<file path="src/rtl/rca_word_sequencer.sv">
// rtl/rca_word_sequencer.sv - byte-serial wide-word adder front end for an external 8-bit ripple-carry adder
// Optional subtract mode (in_sub port, A-B via inverted B and forced carry-in) enabled by ADDSEQ_SUB_EN.
module rca_word_sequencer #(
    parameter int NUM_BYTES = 4
) (
    input  logic                   clk,
    input  logic                   rst_n,
    input  logic                   in_valid,
    output logic                   in_ready,
    input  logic [8*NUM_BYTES-1:0] in_a,
    input  logic [8*NUM_BYTES-1:0] in_b,
    input  logic                   in_cin,
`ifdef ADDSEQ_SUB_EN
    input  logic                   in_sub,
`endif
    output logic [7:0]             rca_a,
    output logic [7:0]             rca_b,
    output logic                   rca_cin,
    input  logic [7:0]             rca_sum,
    input  logic                   rca_cout,
    output logic                   out_valid,
    input  logic                   out_ready,
    output logic [8*NUM_BYTES-1:0] out_sum,
    output logic                   out_cout
);

    localparam int W  = 8 * NUM_BYTES;
    localparam int IW = (NUM_BYTES > 1) ? $clog2(NUM_BYTES) : 1;

    typedef enum logic [1:0] {
        IDLE = 2'd0,
        RUN  = 2'd1,
        DONE = 2'd2
    } state_t;

    state_t          state;
    state_t          next_state;
    logic [IW-1:0]   idx;
    logic [W-1:0]    a_reg;
    logic [W-1:0]    b_reg;
    logic [W-1:0]    res_reg;
    logic            carry_reg;
    logic            accept;
    logic            idx_last;
    logic [W-1:0]    load_b;
    logic            load_c;

`ifdef ADDSEQ_SUB_EN
    // Subtraction is A + ~B + 1; in_cin has no meaning in that mode.
    assign load_b = in_sub ? ~in_b : in_b;
    assign load_c = in_sub | in_cin;
`else
    assign load_b = in_b;
    assign load_c = in_cin;
`endif

    assign accept   = in_valid & in_ready;
    assign idx_last = (idx == IW'(NUM_BYTES - 1));
    assign out_sum  = res_reg;
    assign out_cout = carry_reg;

    always_ff @(posedge clk) begin
        if (!rst_n) begin
            state <= IDLE;
        end else begin
            state <= next_state;
        end
    end

    always_comb begin
        next_state = state;
        in_ready   = 1'b0;
        out_valid  = 1'b0;
        rca_a      = 8'd0;
        rca_b      = 8'd0;
        rca_cin    = 1'b0;
        case (state)
            IDLE: begin
                in_ready = rst_n;
                if (in_valid) begin
                    next_state = RUN;
                end
            end
            RUN: begin
                rca_a   = a_reg[8*idx +: 8];
                rca_b   = b_reg[8*idx +: 8];
                rca_cin = carry_reg;
                if (idx_last) begin
                    next_state = DONE;
                end
            end
            DONE: begin
                out_valid = 1'b1;
                // Accepting in DONE lets a new operation start in the cycle the result leaves.
                in_ready  = rst_n & out_ready;
                if (out_ready) begin
                    next_state = in_valid ? RUN : IDLE;
                end
            end
            default: begin
                next_state = IDLE;
            end
        endcase
    end

    always_ff @(posedge clk) begin
        if (!rst_n) begin
            idx       <= '0;
            a_reg     <= '0;
            b_reg     <= '0;
            res_reg   <= '0;
            carry_reg <= 1'b0;
        end else begin
            case (state)
                IDLE, DONE: begin
                    if (accept) begin
                        a_reg     <= in_a;
                        b_reg     <= load_b;
                        carry_reg <= load_c;
                        idx       <= '0;
                    end
                end
                RUN: begin
                    res_reg[8*idx +: 8] <= rca_sum;
                    carry_reg           <= rca_cout;
                    if (!idx_last) begin
                        idx <= idx + 1'b1;
                    end
                end
                default: begin
                    idx <= '0;
                end
            endcase
        end
    end

endmodule

</file>
<file path="config.mk">
export PLATFORM = sky130hd
export DESIGN_NAME = rca_word_sequencer
export DESIGN_NICKNAME = d
export VERILOG_FILES = /design/src/rtl/rca_word_sequencer.sv
export SDC_FILE = /design/constraint.sdc
export NUM_CORES = 1
export LEC_CHECK = 0
export CELL_PAD_IN_SITES_DETAIL_PLACEMENT = 0
export CELL_PAD_IN_SITES_GLOBAL_PLACEMENT = 1
export CORE_ASPECT_RATIO = 0.9
export CORE_MARGIN = 8
export CORE_UTILIZATION = 39
export DETAILED_ROUTE_END_ITERATION = 10
export MAX_ROUTING_LAYER = met4
export PLACE_DENSITY = 0.92
export SLEW_MARGIN = 25
export SYNTH_ARGS = -nofsm -noshare
export SYNTH_HDL_FRONTEND = slang
export SYNTH_SLANG_ARGS = --single-unit
</file>
<file path="constraint.sdc">
create_clock -name clk -period 4.75 [get_ports clk]
set_input_delay 0.95 -clock clk [delete_from_list [all_inputs] [get_ports clk]]
set_output_delay 0.95 -clock clk [all_outputs]
set_load 0.05 [all_outputs]
</file>
* Yosys cells after proc, flatten, opt, wreduce, memory -nomap -nowiden
Index checks and enable logic that the tools add are counted.
Operators by class: add/sub/neg operators 2, eq/ne operators 8, shift operators 4, mux-type cells 16, bitwise gates (word level) 2, reduce and logical (&&, ||, !) cells 7
Operators by type and width (number):
- 32-bit by 6-bit indexed part select with 8-bit output | 2
- 5-bit negator with 34-bit output | 1
- 8-bit by 34-bit variable shift with 32-bit output (first input constant) | 1
- 8-bit by 34-bit indexed part select with 32-bit output | 1
- 32-bit bitwise mux | 1
- 8-bit 2-to-1 mux | 2
- 2-bit 2-to-1 mux | 5
- 2-bit inequality test (second input constant) | 5
- 2-bit case mux with 3 select lines | 1
- 2-bit AND reduction | 3
- 2-bit equality test (second input constant) | 2
- 1-bit 2-to-1 mux | 4
- 1-bit case mux with 2 select lines | 2
- 2-bit case mux with 2 select lines | 1
- 3-bit AND reduction | 1
- 2-bit by 1-bit adder with 2-bit output (second input constant) | 1
- 1-bit AND | 2
- 2-bit by 1-bit equality test with 1-bit output (second input constant) | 1
- 2-bit logical NOT | 1
- 2-bit nonzero test | 1
- 2-bit OR reduction | 1
Storage, ports and cells: register bits after elaboration 101, input port bits 78, output and inout port bits 52, logic and storage cells 45

* Logic depth before layout (Yosys ltp)
depth after elaboration 5, mapped depth 9, gate-level depth less buffers 5

* Worst setup path after synthesis
Ideal clock, no wire load.
kind input-to-output, start point input port rst_n, end point output port in_ready, arrival time 2.537 ns, required time 3.800 ns, path slack 1.263 ns, cell stages on the path 5, path buffers 3, cell sequence buf_2 inv_1 buf_2 buf_2 nor3_1
Between the ends: longest elaborated chain between the ends 2
Ends and longest elaborated chain:
- start: declaration | RTL line 7 | input logic rst_n,
- 1-bit AND | RTL line 95 | in_ready = rst_n & out_ready;
- 1-bit case mux with 2 select lines (*) | RTL line 77 | case (state)
- end: declaration | RTL line 9 | output logic in_ready,
Every way passes the cells marked *; elsewhere a longest branch is shown, timed or not.

* Worst setup path in the final report
start point register idx[0], end point output port rca_a[4]
Between the ends: longest elaborated chain between the ends 2
Ends and longest elaborated chain:
- start: declaration | RTL line 38 | logic [IW-1:0] idx;
- start signal: assignment | RTL line 127 | idx <= idx + 1'b1;
- 32-bit by 6-bit indexed part select with 8-bit output | RTL line 85 | rca_a = a_reg[8*idx +: 8];
- 8-bit 2-to-1 mux | RTL line 77
- end: declaration | RTL line 16 | output logic [7:0] rca_a,
No other way between the ends.

==> flow_summary_export.csv <==
group,metric,value,unit
run_status,status,"finished, final reports clean",
synthesis,synth_top_family_by_area,"compound AO/OA/AOI/OAI gates",
floorplanning,row_count,38,
final_layout,instances_no_fill,756,
synthesis,syn_inst,512,
power_and_ir_drop,switchingPower,0.5290,mW
synthesis,synth_edf_count,0,
timing,rsz0062_at_grt,"false",
final_layout,fin_nets,674,
synthesis,synthXorXnorAreaFrac,0.1835,%
timing,period_minus_slack,3.790,ns
global_routing,groute.layer.met3.usage,4.139,%
synthesis,synth_seq_cells,101,
floorplanning,die_h,121.0,um
synthesis,synthMuxAreaShare,7.759,%
clock_tree,cts_buffer_depth,2,
clock_tree,cts_hold_buf,0,
synthesis,yosys_warnings,0,
drt,wl_per_cell,19.40,um
hold_path,hold_depth,2,
final_layout,final_cell_area,6297,um2
final_layout,area_growth,31.93,%
timing,skew,0.01146,ns
clock_tree,postCtsSetupRepairBufs,0,
synthesis,syn_area,4773,um2
synthesis,synthAdderAreaFrac,1.311,%
placed_design,io_buffers,129,
worst_setup_path,path_max_fanout,16,
global_routing,grt_pass1_wl,23160,um
global_routing,grt_pass1_vias,4288,
power_and_ir_drop,internal_power,1.423,mW
global_routing,antenna_found_initial,0,
synthesis,synth_fp_nets,595,
placed_design,hpwlAfterDp,10020,um
floorplanning,io_pins,130,
worst_setup_path,rr_endpoint,"out_sum[6]$_SDFFE_PN0P_",
timing,worst_pin_slew,0.9833,ns
flow_run,max-cap-violations,0,
timing,fmax,0.2638,GHz
global_routing,top_usage_layer,"met2",
synthesis,ys_types,33,
worst_setup_path,crit_chain,"buf_4, mux4_2, nor2b_1, clkdlybuf4s50_1",
clock_tree,h-tree-depth,3,
synthesis,synthFlopType,"dfxtp_1",
hold_path,holdCritStartpoint,"out_sum[3]$_SDFFE_PN0P_",
power_and_ir_drop,pwr-share-comb,15.1,%
power_and_ir_drop,seq_power_share,46.3,%
timing,finalMaxSlewViolations,0,
synthesis,async_flop_share,0,%
final_layout,diodes,0,
power_and_ir_drop,power_leakage,2.067,nW
placed_design,gp_congestion,0.8215,
floorplanning,die_w,132.6,um
power_and_ir_drop,p_per_area,310.0,nW/um2
clock_tree,cts_sinks,101,
timing,finalHoldViolations,0,
worst_setup_path,critical_path_class,"flop to output port",
drt,avgViaCountPerCell,5.874,
worst_setup_path,critPathLaunchType,"flop",
final_layout,drive_gt1_share,7.886,%
global_routing,met2_usage,28.72,%
worst_setup_path,r2r_setup_slack,2.25,ns
clock_tree,clk_latency,0.34,ns
drt,dr_total_vias,4441,
placed_design,post-place-ws,1.158,ns
floorplanning,design.die.area,16040,um2
power_and_ir_drop,swShare,27.10,%
clock_tree,cts_resized,0,
placed_design,placed_area,5993,um2
global_routing,grt_max_degree,91,
worst_setup_path,cp-end-kind,"output port",
clock_tree,tritoncts,"yes",
synthesis,seq_area_frac_synth,42.36,%
drt,ant_nets,0,
timing,holdWs,0.4568,ns
hold_path,hp-class,"flop to flop",
clock_tree,cts_root_buffer,"clkbuf_16",
clock_tree,clk_pin_slew_worst_paths,0.07,ns
drt,drc,0,
floorplanning,initial_core_util,39.84,%
worst_setup_path,arrival,2.84,ns
power_and_ir_drop,finalPower,1.952,mW
clock_tree,numCtsBuffers,9,
worst_setup_path,worst_path_largest_cell_delay,0.75,ns
placed_design,dp_cells,740,
synthesis,yosys.area_share.simple,17.48,%
drt,first_pass_iters,5,
final_layout,post-route-util,52.56,%
timing,tns,0,ns
power_and_ir_drop,irDropWorstVdd,0.0002111,V
timing,slew-limit-headroom,34.36,%
synthesis,synth_compound_area_share,23.49,%
timing,setup_viol,0,
worst_setup_path,required,3.80,ns
global_routing,grt_usage,18.15,%
drt,first_iter_violations,362,
drt,wl,14660,um
worst_setup_path,crit_path_top_delay_cell,"clkdlybuf4s50_1",
synthesis,syn_avg_cell_area,9.323,um2
global_routing,gr-usage-met1,22.47,%
power_and_ir_drop,clkPwrFrac,38.5,%
worst_setup_path,r2r_start,"idx[0]$_SDFFE_PN0P_",
global_routing,grt_overflow,0,
floorplanning,core,11980,um2
timing,fin_crit_sh,79.79,%
timing,setup_ws,0.9598,ns
worst_setup_path,reg2regPathDepth,6,
hold_path,min_to,"out_sum[3]$_SDFFE_PN0P_",
-- worst max-delay path by stage --
| stage | to | startpoint | cells after the start |
|---|---|---|---|
| 2_1_floorplan | in_ready | rst_n | 5 |
| 6_report | rca_a[4] | idx[0]$_SDFFE_PN0P_ | 4 |
| 4_1_cts | rca_a[6] | idx[0]$_SDFFE_PN0P_ | 4 |
| 3_5_place_dp | in_ready | out_ready | 4 |
| 5_1_grt | rca_a[4] | idx[0]$_SDFFE_PN0P_ | 4 |
| 3_3_place_gp | in_ready | out_ready | 4 |
-- layout by cell type, fill, tap and decap left out, drive strengths merged --
master and instances:
clkbuf 9, or2b 1, nand4 65, clkdlybuf4s50 128
nand3b 5, nor3b 1, and4bb 1, a31oi 1
o21ai 1, bufinv 1, nand3 8, nor2b 20
o31ai 65, inv 7, nand2 9, buf 8
and2 1, mux2i 1, mux4 16, a311oi 2
clkinv 3, a211o 1, nand2b 3, nor3 1
ha 5, nor2 29, dfxtp 101, a32oi 24
o21a 2, a21oi 74, xor2 1, and3b 2
-- layout make-up --
type	instances	area (um2)
clock buffers	9	225.2
multi-input cells	339	2415
well taps	160	200.2
inverters	4	17.52
flip-flops and latches	101	2022
clock inverters	7	78.83
fillers	1098	5684
repair buffers	136	1339
-- synthesized netlist by cell type (all sizes together), types with 2 or more instances --
master	number	area [um2]
a21oi	74	370.4
a311oi	2	17.52
a32oi	24	210.2
and3b	2	17.52
buf	50	270.3
clkbuf	18	68.81
dfxtp	101	2022
ha	5	62.56
inv	4	15.01
mux4	16	360.4
nand2	9	33.78
nand2b	3	21.27
nand3	8	40.04
nand3b	5	37.54
nand4	65	406.6
nor2	29	108.9
nor2b	20	125.1
o21a	2	15.01
o31ai	65	488.0
-- power groups by stage --
stage	clock network, mW	registers [mW]	logic, mW
6_report	0.753	0.904	0.296
5_1_grt	0.797	0.909	0.317
4_1_cts	0.766	0.904	0.295
3_5_place_dp	0	0.924	0.293
3_3_place_gp	0	0.922	0.288
2_1_floorplan	0	0.928	0.168
-- worst max-delay path: cells and delay by family (launching register included) --
kind / cells / cell delay, ns
flip-flops: 1 / 0.69
AND/OR/NAND/NOR: 1 / 0.16
multiplexers: 1 / 0.52
buffers and inverters: 2 / 1.13
-- logic make-up after synthesis --
group | after synthesis
compound gates | 170
simple gates | 146
flops | 101
buf+inv | 72
mux | 17
fa+ha+maj | 5
xor+xnor | 1
-- per-layer routing --
layer	share of wire, %	vias to the layer above
li1	-	2132
met1	44	2148
met2	48	139
met3	5.3	22
met4	2.1	0
met5	0	-
Power figures use the tool's default switching activity.
